--- config.mk ---
export PLATFORM = sky130hd
export DESIGN_NAME = note_detector
export DESIGN_NICKNAME = d
export VERILOG_FILES = /design/src/rtl/note_detector.sv
export SDC_FILE = /design/constraint.sdc
export NUM_CORES = 1
export LEC_CHECK = 0
export CAP_MARGIN = 20
export CORE_UTILIZATION = 60
export DETAILED_ROUTE_END_ITERATION = 10
export MAX_ROUTING_LAYER = met4
export PLACE_DENSITY = 0.82
export SYNTH_ARGS = -nofsm -noshare
export SYNTH_HDL_FRONTEND = slang
export SYNTH_SLANG_ARGS = --single-unit
--- constraint.sdc ---
create_clock -name clk -period 5.9 [get_ports clk]
set_clock_uncertainty 0.2 [all_clocks]
set_input_delay 0.885 -clock clk [delete_from_list [all_inputs] [get_ports clk]]
set_output_delay 0.885 -clock clk [all_outputs]
set_load 0.1 [all_outputs]
--- src/rtl/note_detector.sv ---
// note_detector: measures the period of a square-wave tone and decodes it
// back to the 4-bit solfege switch code (inverse of the divider table).
// Optional hysteresis on the locked note: define NOTE_DET_HYST_EN.
// CLK_HZ sets the clock rate the nominal periods are derived from, so the
// same table can be retargeted (default 50 MHz).
module note_detector #(
  parameter int CNT_W      = 17,
  parameter int TOL        = 1000,
  parameter int STABLE_CNT = 4,
  parameter int MAX_PERIOD = 120000,
  parameter int CLK_HZ     = 50_000_000
) (
  input  logic             clk,
  input  logic             reset,
  input  logic             tone_in,
  output logic [3:0]       note,
  output logic             note_valid,
  output logic             new_note,
  output logic [CNT_W-1:0] period
);

  // Nominal periods: clock rate / tone frequency, truncated.
  localparam int NOM [8] = '{CLK_HZ/523, CLK_HZ/587, CLK_HZ/659, CLK_HZ/698,
                             CLK_HZ/783, CLK_HZ/880, CLK_HZ/987, CLK_HZ/1046};
  localparam logic [3:0] CODE [8] = '{4'b0001, 4'b0011, 4'b0101, 4'b1001,
                                      4'b0111, 4'b1011, 4'b1101, 4'b1111};
  localparam logic [3:0]       STABLE_4 = 4'(STABLE_CNT);
  localparam logic [CNT_W-1:0] MAX_C    = CNT_W'(MAX_PERIOD);
  localparam logic [CNT_W-1:0] ONE_C    = CNT_W'(1);

  typedef enum logic {IDLE, MEASURE} state_t;

  state_t           state_q;
  logic [2:0]       sync_q, sync_d;
  logic [CNT_W-1:0] cnt_q, period_q;
  logic [3:0]       note_q, cand_q, run_q;
  logic [3:0]       cand_d, run_d, cls;
  logic             note_valid_q, new_note_q;
  logic             rise;
  int               cnt_i;

  // Two-flop synchronizer plus one history flop for edge detection.
  always_comb sync_d = {sync_q[1:0], tone_in};

  // Synchronizer registers.
  always_ff @(posedge clk or posedge reset) begin
    if (reset) sync_q <= '0;
    else       sync_q <= sync_d;
  end

  assign rise = sync_q[1] & ~sync_q[2];

  // Classify the current count against every note window.
  always_comb begin
    cls   = 4'b0000;
    cnt_i = int'(cnt_q);
    for (int i = 0; i < 8; i++) begin
      if (cnt_i >= NOM[i] - TOL && cnt_i <= NOM[i] + TOL) cls = CODE[i];
    end
`ifdef NOTE_DET_HYST_EN
    // A locked note keeps a doubled window so a source near the edge does not dither.
    for (int i = 0; i < 8; i++) begin
      if (note_q != 4'b0000 && note_q == CODE[i] &&
          cnt_i >= NOM[i] - 2*TOL && cnt_i <= NOM[i] + 2*TOL) cls = CODE[i];
    end
`endif
  end

  // Next candidate / run length for the stability filter.
  always_comb begin
    cand_d = cls;
    run_d  = 4'd1;
    if (cls == cand_q) begin
      cand_d = cand_q;
      run_d  = (run_q >= STABLE_4) ? STABLE_4 : run_q + 4'd1;
    end
  end

  // Period measurement FSM with stability filter and registered outputs.
  always_ff @(posedge clk or posedge reset) begin
    if (reset) begin
      state_q      <= IDLE;
      cnt_q        <= '0;
      period_q     <= '0;
      note_q       <= 4'b0000;
      note_valid_q <= 1'b0;
      new_note_q   <= 1'b0;
      cand_q       <= 4'b0000;
      run_q        <= 4'd0;
    end else begin
      new_note_q <= 1'b0;
      case (state_q)
        IDLE: begin
          // First edge only arms the counter; no measurement yet.
          if (rise) begin
            cnt_q   <= ONE_C;
            state_q <= MEASURE;
          end else begin
            cnt_q <= '0;
          end
        end
        MEASURE: begin
          // An edge wins over a simultaneous timeout.
          if (rise) begin
            period_q <= cnt_q;
            cnt_q    <= ONE_C;
            cand_q   <= cand_d;
            run_q    <= run_d;
            if (run_d == STABLE_4 && cand_d != note_q) begin
              note_q       <= cand_d;
              note_valid_q <= |cand_d;
              new_note_q   <= 1'b1;
            end
          end else if (cnt_q == MAX_C) begin
            state_q      <= IDLE;
            cnt_q        <= '0;
            note_q       <= 4'b0000;
            note_valid_q <= 1'b0;
            cand_q       <= 4'b0000;
            run_q        <= 4'd0;
            new_note_q   <= |note_q;
          end else begin
            cnt_q <= cnt_q + ONE_C;
          end
        end
        default: state_q <= IDLE;
      endcase
    end
  end

  assign note       = note_q;
  assign note_valid = note_valid_q;
  assign new_note   = new_note_q;
  assign period     = period_q;

endmodule

==> impl_metrics.toml <==
[outcome]
status = "complete, no violations"

[timing]
finalCritPeriodShare_pct = 64.0
hold_viol = 0
timing.final.ws_setup_ps = 2120
setup_viol_count_final = 0
period_minus_slack_ps = 3780
max_slew_margin_pct = 34.6
grt_setup_unrepaired = "no"
max_freq_mhz = 265
slew_viol_final = 0
tightestPinTransition_ps = 978
setup-tns-final_ps = 0

[critical_path]
cp-end-kind = "flop"
endpoint = "note[1]$_DFFE_PP0P_"
reg2reg_from = "cnt_q[2]$_DFF_PP0_"
reg2reg_depth = 8
crit_start = "cnt_q[2]$_DFF_PP0_"
ff2ff_setup_slack_ps = 2120
critPathSlowestCell = "a2111oi_0"
critPathLaunchType = "flop"
reg2reg_to = "note[1]$_DFFE_PP0P_"
path_max_fanout = 18
path_cells = "or3_1 > a2111oi_0 > a211oi_1 > a2111o_4 > xnor2_1 > a22oi_1 > nand4_1 > a32o_1"
critPathMaxStageDelay_ps = 720
worstSetupPathType = "flop to flop"
cp.required_ps = 5900
worstPathArrival_ps = 3780

[floorplan]
initial_core_util_pct = 62.7
fp.dieW_um = 75.3
dieHeight_um = 75.3
die-area_um2 = 5670
row_count = 26
io_pins = 26
coreArea_um2 = 5140

[placed_design]
dp_hpwl_mm = 5.46
pre_cts_ws_ps = 2180
post_dp_cell_area_um2 = 3420
gp_congestion = 0.915
portBuffers = 25

[clocking]
cts-root-buf = "clkbuf_8"
hold_buffers = 0
numCtsBuffers = 5
cts-htree-levels = 2
cts_buffer_depth = 2
clk_latency_ps = 310
cts_sinks = 52
ctsResizeCount = 0
post_cts_buffers = 0
path_clk_slew_ps = 100
cts_tree = "yes"

[grt]
grt_pass1_wl_mm = 12.9
grt_pass1_vias = 2595
gr-usage-all-layers_pct = 31.7
antenna_found_initial = 0
gr-total-overflow = 0
grt_max_degree = 53

[power_and_ir_drop]
sw_frac_of_total_pct = 37.9
p_leak_nw = 1.51
p_total_w = 0.000891
pwr-share-seq_pct = 50.0
power_frac_clock_pct = 24.3
ir_worst_vdd_v = 0.000303
p_per_area_nw_per_um2 = 252
power.internal_w = 0.000554
pwr-share-comb_pct = 25.7
switchingPower_w = 0.000338

[finish]
fin_nets = 368
area_growth_pct = 9.82
nFillCells = 429
drive_gt1_share_pct = 8.31
finalInstanceArea_um2 = 3540
antennaDiodeCount = 0
final_cell_mix = "nand2_1 (57), dfrtp_1 (52), nor2_1 (29)"
final_common_cell = "nand2_1"

[job]
maxCapViolCount = 0

[yosys]
synth_seq_cells = 52
synthCells = 358
syn-num-nets = 366
synth_area_um2 = 3220
yosys_warnings = 0
synthDistinctLibCells = 71
ys.flop_type = "dfrtp_1"
async_flop_share_pct = 100
avgSynthCellArea_um2 = 9.01
ys_seq_area_share_pct = 40.4
synth_edf_count = 0

[drt]
drtIter0Drc = 287
drt.antenna.violating_nets = 0
avgRoutedWirePerCell_um = 18.7
first_pass_iters = 5
viasPerCell = 6.51
vias = 2807
remaining_drc_errors = 0
routed_wl_mm = 8.07

[hold_path]
hp-class = "flop to flop"
worstHoldStart = "sync_q[0]$_DFF_PP0_"
-- metrics by stage --
| step | instances | util (%) | hold slack, ps |
|---|---|---|---|
| finish | 431 | 68.9 | 165 |
| global route | 431 | 68.9 | 181 |
| CTS | 430 | 68.5 | 168 |
| detailed placement | 422 | 66.6 | 147 |
| global placement | 422 | 66.6 | 138 |
| floorplan | 358 | - | 131 |
-- area by class of cell --
cell class	instances	area (µm²)	share of cell area [%]
Clock inverter	2	13.8	0.389
Clock buffer	6	82.6	2.33
Multi-Input combinational cell	267	1760	49.6
Sequential cell	52	1300	36.7
Tap cell	70	87.6	2.47
Inverter	8	30.0	0.848
Timing Repair Buffer	26	270	7.63
-- synthesized netlist by cell type (3+ instances only) --
| cell | number | area (µm²) |
|---|---|---|
| buf_2 | 11 | 55.1 |
| nand2_1 | 57 | 214 |
| a32o_1 | 6 | 60.1 |
| a41oi_1 | 3 | 26.3 |
| dfrtp_1 | 52 | 1300 |
| o21ai_0 | 16 | 80.1 |
| nand4_1 | 7 | 43.8 |
| nor2_1 | 29 | 109 |
| nor4bb_1 | 4 | 40.0 |
| and3_1 | 3 | 18.8 |
| and2_1 | 3 | 18.8 |
| a21oi_1 | 8 | 40.0 |
| or4_1 | 5 | 37.5 |
| nor4_1 | 4 | 25.0 |
| a211oi_1 | 3 | 22.5 |
| xnor2_1 | 8 | 70.1 |
| nand2b_1 | 4 | 25.0 |
| nand3_1 | 12 | 60.1 |
| ha_1 | 5 | 62.6 |
| or3_1 | 4 | 25.0 |
| clkbuf_1 | 17 | 63.8 |
| nor3_1 | 15 | 75.1 |
| xor2_1 | 13 | 114 |
| inv_1 | 8 | 30.0 |
-- cell families after synthesis --
family | synth area share (%)
AOI/OAI and AO/OA | 17.0
adders and majority gates | 1.94
and+or+nand+nor | 28.7
muxes | 0.310
xor gates and xnor gates | 6.56
buffers and inverters | 5.20
DFF | 40.4
-- state kept, by name (all words and copies together) (netlist names) --
name and cells:
note 4, sync_q 3, state_q 1, period 17, cnt_q 17, run_q 4
note_valid 1, cand_q 4, new_note 1
-- routing by layer --
layer  track usage (%)  routed length (µm)
met1              44.1                3610
met2              46.5                3720
met3              4.63                 493
met4              13.0                 244
met5                 -                   0
-- worst min path at each step --
stage	endpoint	cells past startpoint
final	sync_q[1]$_DFF_PP0_	0
after global routing	sync_q[1]$_DFF_PP0_	0
after CTS	sync_q[1]$_DFF_PP0_	0
after detailed placement	sync_q[1]$_DFF_PP0_	0
after global placement	sync_q[1]$_DFF_PP0_	0
after floorplan	sync_q[1]$_DFF_PP0_	0
-- power groups by stage --
stage	registers [W]	clock network, W	logic, W
global route	0.000451	0.000235	0.000247
global placement	0.000450	0	0.000228
detailed placement	0.000451	0	0.000226
floorplan	0.000484	0	0.000136
CTS	0.000444	0.000224	0.000227
finish	0.000446	0.000217	0.000229
-- worst max-delay path, delay by kind of cell (launching register included) --
kind	cells	cell delay (ps)
simple gates	2	690
flops	1	600
xor+xnor	1	150
compound gates	5	2030
Note: power is estimated with default switching activity, not from simulation.
